File: config.mk
export PLATFORM = sky130hd
export DESIGN_NAME = layer_1_5_sequencer
export DESIGN_NICKNAME = d
export VERILOG_FILES = /design/src/rtl/layer_1_5_sequencer.sv
export SDC_FILE = /design/constraint.sdc
export NUM_CORES = 1
export LEC_CHECK = 0
export ABC_AREA = 0
export CAP_MARGIN = 20
export CORE_MARGIN = 4
export CORE_UTILIZATION = 42
export DETAILED_ROUTE_END_ITERATION = 10
export PLACE_DENSITY = 0.78
export SYNTH_ARGS = -nofsm -noshare
export SYNTH_HDL_FRONTEND = slang
export SYNTH_SLANG_ARGS = --single-unit
File: constraint.sdc
create_clock -name clk -period 1.4 [get_ports clk]
set_input_delay 0.42 -clock clk [delete_from_list [all_inputs] [get_ports clk]]
set_output_delay 0.42 -clock clk [all_outputs]
set_load 0.005 [all_outputs]
File: src/rtl/layer_1_5_sequencer.sv
// -----------------------------------------------------------------------------
// layer_1_5_sequencer
//   Control sequencer for the layer-1 5-neuron masked MAC datapath.
//   A pass clears the accumulators, streams N_INPUTS pixel/weight reads,
//   waits two cycles for the datapath to drain, then presents result_valid
//   until the consumer acknowledges. abort cancels a pass from any busy state.
//
// Ports
//   clk            in   clock, all flops on posedge
//   reset          in   asynchronous active-low reset
//   start          in   begin a pass (sampled only in IDLE)
//   abort          in   cancel the pass (sampled in every non-IDLE state)
//   image_bit      in   pixel bit, valid one cycle after rd_en
//   result_ack     in   consumer accepted the result
//   rd_en          out  read strobe to image buffer and weight ROM
//   pixel_addr     out  pixel index / weight ROM address
//   mac_clear      out  synchronous clear to datapath accumulators
//   mac_load       out  datapath input-register load
//   mac_accumulate out  datapath accumulate flag (same as mac_load)
//   mac_mask       out  datapath mask bit (image_bit passed through)
//   busy           out  high in every state except IDLE
//   result_valid   out  accumulators final, held until result_ack
// -----------------------------------------------------------------------------
module layer_1_5_sequencer #(
  parameter int N_INPUTS = 256,
  parameter int ADDR_W   = 8
) (
  input  logic              clk,
  input  logic              reset,
  input  logic              start,
  input  logic              abort,
  input  logic              image_bit,
  input  logic              result_ack,
  output logic              rd_en,
  output logic [ADDR_W-1:0] pixel_addr,
  output logic              mac_clear,
  output logic              mac_load,
  output logic              mac_accumulate,
  output logic              mac_mask,
  output logic              busy,
  output logic              result_valid
);

  localparam logic [2:0] S_IDLE   = 3'd0;
  localparam logic [2:0] S_CLEAR  = 3'd1;
  localparam logic [2:0] S_STREAM = 3'd2;
  localparam logic [2:0] S_DRAIN  = 3'd3;
  localparam logic [2:0] S_HOLD   = 3'd4;
  localparam logic [2:0] S_ABORT  = 3'd5;

  localparam logic [ADDR_W-1:0] LAST_ADDR = ADDR_W'(N_INPUTS - 1);

  logic [2:0]        r_state;
  logic [2:0]        w_next;
  logic [ADDR_W-1:0] r_addr;
  logic              r_drain;
  logic              r_rd_v;
  logic              w_last;

  assign w_last = (r_addr == LAST_ADDR);

  always_comb begin
    w_next = r_state;
    case (r_state)
      S_IDLE:   if (start) w_next = S_CLEAR;
      S_CLEAR:  w_next = abort ? S_ABORT : S_STREAM;
      S_STREAM: begin
        if (abort)       w_next = S_ABORT;
        else if (w_last) w_next = S_DRAIN;
      end
      S_DRAIN: begin
        if (abort)        w_next = S_ABORT;
        else if (r_drain) w_next = S_HOLD;
      end
      S_HOLD: begin
        if (abort)           w_next = S_ABORT;
        else if (result_ack) w_next = S_IDLE;
      end
      S_ABORT:  w_next = abort ? S_ABORT : S_IDLE;
      default:  w_next = S_IDLE;
    endcase
  end

  always_ff @(posedge clk or negedge reset) begin
    if (!reset) begin
      r_state <= S_IDLE;
      r_addr  <= '0;
      r_drain <= 1'b0;
      r_rd_v  <= 1'b0;
    end else begin
      r_state <= w_next;
      r_rd_v  <= rd_en;
      // Second DRAIN cycle is marked by r_drain; it is zero on DRAIN entry.
      r_drain <= (r_state == S_DRAIN) ? ~r_drain : 1'b0;
      // Address saturates at the last pixel and is rearmed to 0 outside a pass.
      if (r_state == S_STREAM) begin
        if (!w_last) r_addr <= r_addr + 1'b1;
      end else if ((r_state == S_IDLE) || (r_state == S_CLEAR) ||
                   (r_state == S_ABORT)) begin
        r_addr <= '0;
      end
    end
  end

  assign rd_en          = (r_state == S_STREAM);
  assign pixel_addr     = r_addr;
  assign mac_clear      = (r_state == S_CLEAR) || (r_state == S_ABORT);
  // The read issued in the aborting STREAM cycle is suppressed here.
  assign mac_load       = r_rd_v && (r_state != S_ABORT);
  assign mac_accumulate = mac_load;
  assign mac_mask       = image_bit;
  assign busy           = (r_state != S_IDLE);
  assign result_valid   = (r_state == S_HOLD);

endmodule

After elaboration in Yosys (flattened, before gate mapping)
Cells that the tools add are included.
{ "word_totals": {"reg_bits": 13, "input_bits": 6, "out_inout_bits": 15, "wordCells": 41} }
{ "classes": {"n_addsub": 1, "eq_ne": 12, "muxes": 14, "n_bitwise": 1, "n_reduce_logical": 9} }
{ "ops": {"columns": ["op", "n"], "rows": [
  ["$mux 3", 9],
  ["$mux 8", 3],
  ["$pmux 3 s6", 1],
  ["$ne 3x3->1 const B", 3],
  ["$add 8x1->8 const B", 1],
  ["$eq 8x8->1 const B", 1],
  ["$eq 3x2->1 const B", 2],
  ["$eq 3x3->1 const B", 2],
  ["$ne 2x2->1 const B", 2],
  ["$reduce_and 4->1", 1],
  ["$eq 3x1->1 const B", 1],
  ["$logic_not 3->1", 1],
  ["$logic_or 1x1->1", 3],
  ["$ne 3x2->1 const B", 1],
  ["$reduce_bool 3->1", 1],
  ["$reduce_and 2->1", 1],
  ["$reduce_bool 2->1", 1],
  ["$logic_and 1x1->1", 1],
  ["$mux 1", 1],
  ["$not 1->1", 1]
]} }

Depth between registers and ports, before layout
Gate-level depths: netlist of the first run.
{ "logic_depth": {"word_depth": 5, "ltp_mapped": 6} }

Worst setup path before layout of the first run
Ideal clock, no wire load.
{ "synth_timing": {"path_kind": "register to output", "from": "register r_state[0]", "to": "output mac_load", "arrival_time_ps": 1144, "required_time_ps": 980, "slack_ps": -164, "path_stages_with_launch": 6, "path_cell_list": "dfrtp_1 clkbuf_1 inv_1 nor2_1 a21boi_0 buf_4"} }
{ "synth_between": {"elab_chain_len": 2} }
{ "synth_rtl": {"columns": ["element", "line_no", "text"], "rows": [
  ["start: declaration", "53", "logic [2:0] r_state;"],
  ["start signal: assignment", "91", "r_state <= w_next;"],
  ["$ne 3x3->1", "109", "assign mac_load = r_rd_v && (r_state != S_ABORT);"],
  ["$logic_and 1x1->1", "109", null],
  ["end: declaration", "37", "output logic mac_load,"]
]} }
Every way passes these cells.

Final worst setup path of the first run
{ "layout_timing": {"from": "register r_state[1]", "to": "output busy"} }
{ "layout_between": {"elab_chain_len": 1} }
{ "layout_rtl": {"columns": ["element", "line_no", "text"], "rows": [
  ["$reduce_bool 3->1", "112", "assign busy = (r_state != S_IDLE);"],
  ["end: declaration", "40", "output logic busy,"]
]} }
Every way passes these cells.

==> flow_metrics.py, run 1 <==
metrics = {
    "synth": {
        "ys_async_sr_fraction_pct": 100,
        "syn_nets": 103,
        "synth_seq_cells": 13,
        "ys_seq_area_share_pct": 39.8,
        "syn_inst": 96,
        "syn_avg_cell_area_um2": 8.52,
        "synth.most_common_cell": "dfrtp_1",
        "ys_types": 34,
        "synth_ff_type": "dfrtp_1",
        "yosys-top-cells-area": "dfrtp_1 (40%), a21oi_1 (4.9%), nand2_1 (4.6%), nor2_1 (3.7%), o211ai_1 (3.7%)",
        "synth_warnings": 0,
        "synth_edf_count": 0,
        "netlist_top_cells_count": "dfrtp_1 (13), nand2_1 (10), a21oi_1 (8), nor2_1 (8), nor3_1 (5)",
        "synth_top_area_share_pct": 39.8,
        "netlist_area_um2": 818,
        "synth_top_area_cell": "dfrtp_1",
    },
    "floorplanning": {
        "initial_utilization_pct": 45.9,
        "dieArea_um2": 2720,
        "chipWidth_um": 52.1,
        "coreArea_um2": 1780,
        "chipHeight_um": 52.1,
        "ioPinCount": 21,
        "num_rows": 15,
    },
    "timing": {
        "rsz0062_at_grt": "true",
        "slew_violations": 0,
        "hold_violations": 0,
        "fin_hold_ws_ps": 437,
        "fin_crit_sh_pct": 128,
        "totalNegativeSetupSlack_ps": -2860,
        "period_minus_slack_ps": 1790,
        "worst_pin_slew_ps": 318,
        "slew_headroom_pct": 78.6,
        "skew_ps": 15.2,
        "clock.fmax_mhz": 557,
        "setup_viol": 17,
        "postLayoutSetupSlackWorst_ps": -394,
    },
    "routing": {
        "wire_per_inst_um": 24.0,
        "ant_nets": 0,
        "drc": 0,
        "vias": 1187,
        "firstDrtPassIters": 4,
        "drt_iter0_markers": 100,
        "post_drt_via_cell_ratio": 6.21,
        "routed_wl_um": 4590,
    },
    "cts": {
        "htreeDepth": 1,
        "numCtsBuffers": 3,
        "clockBufferDepth": 2,
        "clock_latency_ps": 300,
        "cts_root_buf": "clkbuf_4",
        "ctsHoldBuffers": 0,
        "cts_sinks": 13,
        "clkTransAtPathRegs_ps": 100,
        "tritoncts": "built",
    },
    "setup_path": {
        "critPathKind": "reg2out",
        "crit_path_max_fanout": 2,
        "regToRegEndpoint": "r_state[0]$_DFFE_PN0P_",
        "required_ps": 980,
        "critPathArrivalTime_ps": 1370,
        "critPathLaunchType": "flip-flop",
        "crit_start": "r_state[1]$_DFFE_PN0P_",
        "reg2reg_depth": 7,
        "r2r-start": "r_state[0]$_DFFE_PN0P_",
        "worstSetupEndpoint": "busy",
        "endpoint_kind": "output port",
        "regToRegSetupSlack_ps": -210,
    },
    "placement": {
        "place_ws_ps": -310,
        "dp_hpwl_um": 1730,
        "io_buffers": 18,
        "gp_congestion": 0.909,
    },
    "job": {
        "maxCapViolCount": 0,
    },
    "global_route": {
        "grt_pass1_vias": 1136,
        "grt_use_total_pct": 30.3,
        "antenna_found_initial": 0,
        "grt_start_max_net_pins": 14,
        "grt_pass1_wl_um": 5840,
        "grt_overflow": 0,
    },
    "layout": {
        "multiInputGateArea_um2": 603,
        "seq_area_um2": 328,
        "nFillCells": 58,
        "drive_above_1_share_pct": 61.4,
        "antenna_cells": 0,
        "synthToLayoutAreaGrowth_pct": 102,
        "nets": 174,
    },
    "pwr": {
        "p_per_area_nw_per_um2": 1590,
        "p_sw_share_pct": 40.7,
        "power_leakage_nw": 0.755,
        "ir_drop_mv": 1.30,
        "p_int_mw": 1.56,
        "combPwrFrac_pct": 71.4,
        "power.net_switching_mw": 1.07,
        "p_clk_share_pct": 9.8,
        "finalPower_mw": 2.63,
        "seq_power_share_pct": 18.8,
    },
    "run_status": {
        "failed_checks": "negative setup slack",
        "status": "finished with violations",
    },
    "worst_hold_path": {
        "hold_class": "in2async",
    },
}
==> registers in the layout, summed over array words and instances, names as in the netlist <==
| signal | cells |
|---|---|
| r_rd_v | 1 |
| r_state | 3 |
| pixel_addr | 8 |
| r_drain | 1 |
==> worst max-delay path, cell delays in order (launching register included) <==
cell and delay, ps:
dfrtp_1 430, buf_6 130, or3_1 380, buf_2 140
==> area by class of cell <==
class / count / area share, %
timing repair buffer: 74 / 39.1
tap: 25 / 1.89
sequential: 13 / 19.8
inverter: 4 / 1.06
clock buffer: 4 / 1.59
multi-input combinational: 71 / 36.5
==> metal layers <==
layer	vias to the layer above	GRT usage (%)	part of all wire [%]
met4	0	12.8	5.1
met1	567	34.3	39
met3	31	8.31	9.1
met2	100	53.1	47
met5	-	0	0
li1	489	-	-
==> cell usage in the layout, fill, tap and decap left out, drive strengths merged, types with 5 or more instances in the layout <==
cell    n
o21ai   6
nor3    5
buf    63
nand3   5
nand2  10
dfrtp  13
a21oi   8
nor2    8
==> logic make-up after synthesis <==
kind of cell / after synthesis / share of synthesized area [%]
AND/OR/NAND/NOR: 41 / 26.9
AO/OA/AOI/OAI: 29 / 24.6
flip-flops: 13 / 39.8
buffers and inverters: 12 / 7.19
adder cells (fa/ha/maj): 1 / 1.53
==> power by group through the flow <==
| stage | Clock (mW) | Sequential (mW) | Combinational (mW) |
|---|---|---|---|
| global placement | 0 | 0.512 | 0.880 |
| CTS | 0.240 | 0.480 | 1.39 |
| floorplan | 0 | 0.477 | 0.427 |
| finish | 0.259 | 0.494 | 1.88 |
| global route | 0.271 | 0.500 | 1.95 |
| detailed placement | 0 | 0.515 | 0.900 |
==> metrics by stage <==
stage,utilization [%],instance area [um2],instances
after detailed placement,66.9,1190,157
after CTS,82.3,1470,184
final,92.7,1650,191
after floorplan,-,832,96
after global routing,92.7,1650,191
after global placement,66.9,1190,157
==> what timing repair did <==
item | in CTS | in global routing
resized for setup | 65 | 40
setup buffers | 24 | 9
setup endpoints to repair | 16 | 21
pin swaps | 14 | 15
==> how the worst min path moves through the flow <==
stage | to | depth (start not counted) | slack [ps]
floorplan | pixel_addr[0]$_DFFE_PN0P_ | 0 | 120
global placement | r_drain$_DFF_PN0_ | 1 | 480
detailed placement | r_drain$_DFF_PN0_ | 1 | 490
CTS | r_state[0]$_DFFE_PN0P_ | 2 | 450
global route | r_state[1]$_DFFE_PN0P_ | 2 | 460
finish | pixel_addr[4]$_DFFE_PN0P_ | 2 | 440
(Power assumes the default switching activity.)
==> inputs of run 2 (changes only) <==
--- a/config.mk
+++ b/config.mk
@@ -7,10 +7,14 @@
 export LEC_CHECK = 0
 export ABC_AREA = 0
 export CAP_MARGIN = 20
+export CELL_PAD_IN_SITES_DETAIL_PLACEMENT = 1
+export CELL_PAD_IN_SITES_GLOBAL_PLACEMENT = 2
 export CORE_MARGIN = 4
-export CORE_UTILIZATION = 42
+export CORE_UTILIZATION = 24
+export CTS_CLUSTER_DIAMETER = 100
 export DETAILED_ROUTE_END_ITERATION = 10
-export PLACE_DENSITY = 0.78
+export MAX_ROUTING_LAYER = met4
+export PLACE_DENSITY = 0.77
 export SYNTH_ARGS = -nofsm -noshare
 export SYNTH_HDL_FRONTEND = slang
 export SYNTH_SLANG_ARGS = --single-unit
==> run 2 against run 1 <==
Compared with the run above: the flow still finishes with violations (negative setup slack); non-clock buffer count down 3; cell area down 5.1%; critical path depth unchanged; sequential power about the same; first-iteration DRC count down 90%; cell count up 8.4%; clock skew down 5.4 ps; worst setup slack better by 70 ps; die area up 62%; flip-flop and latch count unchanged; clock power down 2%; combinational power down 24%; critical endpoint unchanged; highest routed layer unchanged.
==> flow_metrics.py, run 2 (synthesized netlist as in run 1, its figures left out) <==
metrics = {
    "run_status": {
        "status": "finished with violations",
        "failed_checks": "negative setup slack",
    },
    "routing": {
        "drt_iter0_markers": 10,
        "post_drt_via_cell_ratio": 4.90,
        "ant_nets": 0,
        "wire_per_inst_um": 16.2,
        "firstDrtPassIters": 3,
        "drc": 0,
        "routed_wl_um": 3360,
        "vias": 1014,
    },
    "setup_path": {
        "crit_path_max_fanout": 2,
        "cp_slowest_cell": "dfrtp_1",
        "crit_path_cell_trace": "buf_6 -> or3_4 -> buf_2",
        "critPathKind": "reg2out",
        "required_ps": 980,
        "cp_num_buf_inv": 2,
        "max_stage_delay_ps": 410,
        "critPathLaunchType": "flip-flop",
        "critPathArrivalTime_ps": 1300,
        "cp_top_family": "flip-flops",
        "endpoint_kind": "output port",
    },
    "placement": {
        "gp_congestion": 0.790,
        "placed_cells": 173,
        "dp_hpwl_um": 1990,
        "place_ws_ps": -285,
        "io_buffers": 18,
    },
    "floorplanning": {
        "ioPinCount": 21,
        "num_rows": 20,
        "chipWidth_um": 66.4,
        "coreArea_um2": 3150,
        "initial_utilization_pct": 26.0,
        "dieArea_um2": 4410,
        "chipHeight_um": 66.4,
    },
    "global_route": {
        "grt_pass1_wl_um": 5580,
        "grt_start_max_net_pins": 14,
        "antenna_found_initial": 0,
        "grt_pass1_vias": 1098,
        "grt_overflow": 0,
        "grt_use_total_pct": 17.3,
    },
    "cts": {
        "tritoncts": "built",
        "ctsHoldBuffers": 0,
        "clkTransAtPathRegs_ps": 90,
        "clock_latency_ps": 290,
        "numCtsBuffers": 3,
        "cts_sinks": 13,
        "clockBufferDepth": 2,
        "cts_root_buf": "clkbuf_4",
        "htreeDepth": 1,
    },
    "layout": {
        "nets": 171,
        "largest_reg_flops": 8,
        "stdcell_count": 207,
        "final_common_cell": "buf_4",
        "drive_above_1_share_pct": 57.7,
        "layout_common_cells": "buf_4 (41), buf_6 (12), nand2_1 (10), dfrtp_1 (10), buf_2 (6)",
        "antenna_cells": 0,
        "synthToLayoutAreaGrowth_pct": 91.7,
        "final_util_pct": 49.8,
    },
    "timing": {
        "skew_ps": 9.78,
        "period_minus_slack_ps": 1720,
        "clock.fmax_mhz": 580,
        "totalNegativeSetupSlack_ps": -1830,
        "slew_headroom_pct": 77.7,
        "slew_violations": 0,
        "hold_violations": 0,
        "rsz0062_at_grt": "true",
        "fin_crit_sh_pct": 123,
        "postLayoutSetupSlackWorst_ps": -324,
        "worst_pin_slew_ps": 334,
        "setup_viol": 14,
    },
    "pwr": {
        "ir_drop_mv": 0.528,
        "power_leakage_nw": 0.727,
        "p_per_area_nw_per_um2": 1390,
    },
    "worst_hold_path": {
        "hold_class": "in2async",
    },
    "job": {
        "maxCapViolCount": 0,
    },
}
==> run 2: cell type report <==
class / count / area (um2)
flip-flops and latches: 13 / 329
clock buffers: 4 / 26.3
well taps: 44 / 55.1
fillers: 384 / 1580
inverters: 4 / 17.5
repair buffers: 71 / 572
multi-input cells: 71 / 569
==> run 2: worst reg2reg max path, cell delays in order (launching register included) <==
cell and delay [ps]:
dfrtp_2 430, buf_6 140, ha_4 170, nand3_4 90, buf_6 110, nor3_4 30, or4_4 420, nand3_2 80
==> run 2: what timing repair did <==
action                     CTS  global route
setup buffers               22             9
setup endpoints to repair   22            21
pin swaps                    8            12
gates resized for setup     63            27
==> run 2: report_power, final <==
part / internal (mW) / switching (mW)
clock network: 0.111 / 0.142
registers: 0.435 / 0.0623
logic: 0.772 / 0.654
total: 1.32 / 0.858
==> run 2: through the flow <==
stage               hold WS [ps]  power, mW  area (um2)
finish                       437       2.18        1570
detailed placement           505       1.42        1190
global placement             492       1.41        1190
floorplan                    124      0.904         832
global route                 444       2.34        1570
CTS                          444       2.03        1450
==> run 2: per-layer routing <==
metal	share of wire [%]	vias to the layer above	global-route usage [%]
met1	42	497	19.3
li1	-	483	-
met4	2.7	0	4.06
met2	52	23	31.5
met5	0	-	-
met3	3.5	11	3.23
==> run 2: worst paths after layout <==
| check | start | endpoint | slack [ps] | cells after the start |
|---|---|---|---|---|
| worst min register to register | r_drain$_DFF_PN0_ | r_drain$_DFF_PN0_ | 530 | 1 |
| worst max register to register | pixel_addr[0]$_DFFE_PN0P_ | pixel_addr[0]$_DFFE_PN0P_ | -130 | 7 |
| worst max-delay path | r_state[2]$_DFFE_PN0P_ | busy | -320 | 3 |
| min in group clk | r_drain$_DFF_PN0_ | r_drain$_DFF_PN0_ | 530 | 1 |
| max in group asynchronous | reset | pixel_addr[0]$_DFFE_PN0P_ | 760 | 2 |
| worst min-delay path | reset | r_state[1]$_DFFE_PN0P_ | 440 | 2 |
==> inputs of run 3 (changes only) <==
--- a/config.mk
+++ b/config.mk
@@ -9,7 +9,7 @@
 export CAP_MARGIN = 20
 export CELL_PAD_IN_SITES_DETAIL_PLACEMENT = 1
 export CELL_PAD_IN_SITES_GLOBAL_PLACEMENT = 2
-export CORE_MARGIN = 4
+export CORE_MARGIN = 2
 export CORE_UTILIZATION = 24
 export CTS_CLUSTER_DIAMETER = 100
 export DETAILED_ROUTE_END_ITERATION = 10
==> run 3 against run 2 <==
Compared with the run above: the run still ends with negative setup slack left; sequential power fell by 4%; largest cell class is now multi-input combinational cells; wire length grew 2.9%; critical path type unchanged; cell count shrank 1.4%; clock-buffer cell count unchanged.
==> flow_metrics.py, run 3 (synthesized netlist as in run 1, its figures left out) <==
metrics = {
    "setup_path": {
        "r2r-start": "r_state[0]$_DFFE_PN0P_",
        "critPathLaunchType": "flip-flop",
        "regToRegSetupSlack_ps": -80,
        "required_ps": 980,
        "crit_start": "r_state[2]$_DFFE_PN0P_",
        "critPathKind": "reg2out",
        "endpoint_kind": "output port",
        "reg2reg_depth": 5,
        "critPathArrivalTime_ps": 1290,
        "regToRegEndpoint": "pixel_addr[0]$_DFFE_PN0P_",
        "crit_path_max_fanout": 3,
    },
    "timing": {
        "clock.fmax_mhz": 586,
        "period_minus_slack_ps": 1710,
        "totalNegativeSetupSlack_ps": -1570,
        "worst_pin_slew_ps": 336,
        "slew_headroom_pct": 77.4,
        "rsz0062_at_grt": "true",
        "hold_violations": 0,
        "fin_crit_sh_pct": 122,
        "fin_hold_ws_ps": 438,
        "setup_viol": 12,
        "skew_ps": 6.28,
        "slew_violations": 0,
        "postLayoutSetupSlackWorst_ps": -306,
    },
    "cts": {
        "cts_sinks": 13,
        "clkTransAtPathRegs_ps": 90,
        "tritoncts": "built",
        "numCtsBuffers": 3,
        "clockBufferDepth": 2,
        "cts_root_buf": "clkbuf_4",
        "htreeDepth": 1,
        "clock_latency_ps": 280,
    },
    "placement": {
        "dp_hpwl_um": 2030,
        "placed_cell_area_um2": 1190,
        "gp_congestion": 0.817,
        "io_buffers": 18,
        "place_ws_ps": -319,
    },
    "layout": {
        "antenna_cells": 0,
        "final_common_cell": "buf_4",
        "layout_common_cells": "buf_4 (38), nand2_1 (9), buf_6 (9), dfrtp_1 (9)",
        "nets": 166,
        "drive_above_1_share_pct": 55.1,
        "largest_reg_flops": 8,
        "design_area_um2": 1560,
        "synthToLayoutAreaGrowth_pct": 90.2,
    },
    "floorplanning": {
        "initial_utilization_pct": 24.7,
        "coreArea_um2": 3310,
        "chipHeight_um": 62.4,
        "dieArea_um2": 3890,
        "ioPinCount": 21,
        "num_rows": 21,
        "chipWidth_um": 62.4,
    },
    "routing": {
        "drc": 0,
        "post_drt_via_cell_ratio": 4.91,
        "met1_length_um": 1440,
        "wl_met2_um": 1730,
        "highest_layer": "met4",
        "routed_wl_um": 3450,
        "drt_iter0_markers": 25,
        "wire_per_inst_um": 16.9,
        "ant_nets": 0,
        "vias": 1002,
        "firstDrtPassIters": 4,
        "wl_met3_um": 190,
    },
    "global_route": {
        "grt_start_max_net_pins": 14,
        "grt_pass1_wl_um": 5550,
        "grt_overflow": 0,
        "grt_use_total_pct": 19.1,
        "grt_pass1_vias": 1145,
        "antenna_found_initial": 0,
    },
    "run_status": {
        "status": "finished with violations",
        "failed_checks": "negative setup slack",
    },
    "pwr": {
        "power_leakage_nw": 0.685,
        "ir_drop_mv": 0.315,
        "p_per_area_nw_per_um2": 1410,
    },
    "worst_hold_path": {
        "hold_class": "in2async",
    },
    "job": {
        "maxCapViolCount": 0,
    },
}
-- run 3: cell count changes in the layout (fill, tap and decap cells not counted), sizes merged --
cell,change
buf,-4
clkdlybuf4s15,+3
clkbuf,-4
-- run 3: how the worst max path moves through the flow --
stage / end / cells after the start / slack [ps]
after floorplan: mac_load / 5 / -30
after global placement: rd_en / 3 / -280
after detailed placement: rd_en / 3 / -320
after CTS: busy / 3 / -290
after global routing: busy / 3 / -370
final: busy / 3 / -310
-- run 3: area by class of cell --
class | instances | area [um2]
inverters | 4 | 17.5
repair buffers | 66 | 556
multi-input cells | 71 | 569
well taps | 46 | 57.6
fillers | 392 | 1750
clock buffers | 4 | 26.3
flip-flops and latches | 13 | 330
-- run 3: layer usage --
metal	global-route usage, %	vias to the layer above
met5	-	-
met4	9.17	0
met3	4.50	8
met2	32.3	34
met1	21.2	487
li1	-	473
-- run 3: what timing repair did --
item | 4_1_cts | 5_1_grt
gates resized for setup | 66 | 21
endpoints found under the setup margin | 22 | 21
hold buffers | 0 | 0
buffers inserted | 22 | 5
pin swaps | 12 | 9
-- run 3: stage by stage --
step / power [mW] / util (%) / std cells
floorplan: 0.904 / - / 96
global placement: 1.37 / 35.9 / 174
detailed placement: 1.40 / 35.9 / 174
CTS: 1.99 / 43.6 / 199
global route: 2.34 / 47.0 / 204
finish: 2.20 / 47.0 / 204
-- run 3: worst max-delay path, cell delays in order (launching register included) --
cell	delay (ps)
dfrtp_1	400
buf_6	120
or3_1	350
buf_2	140
-- run 3: report_power, final --
part | internal, mW | switching [mW] | leakage [nW]
combinational | 0.770 | 0.695 | 0.500
sequential | 0.433 | 0.0459 | 0.170
clock | 0.111 | 0.140 | 0.0150
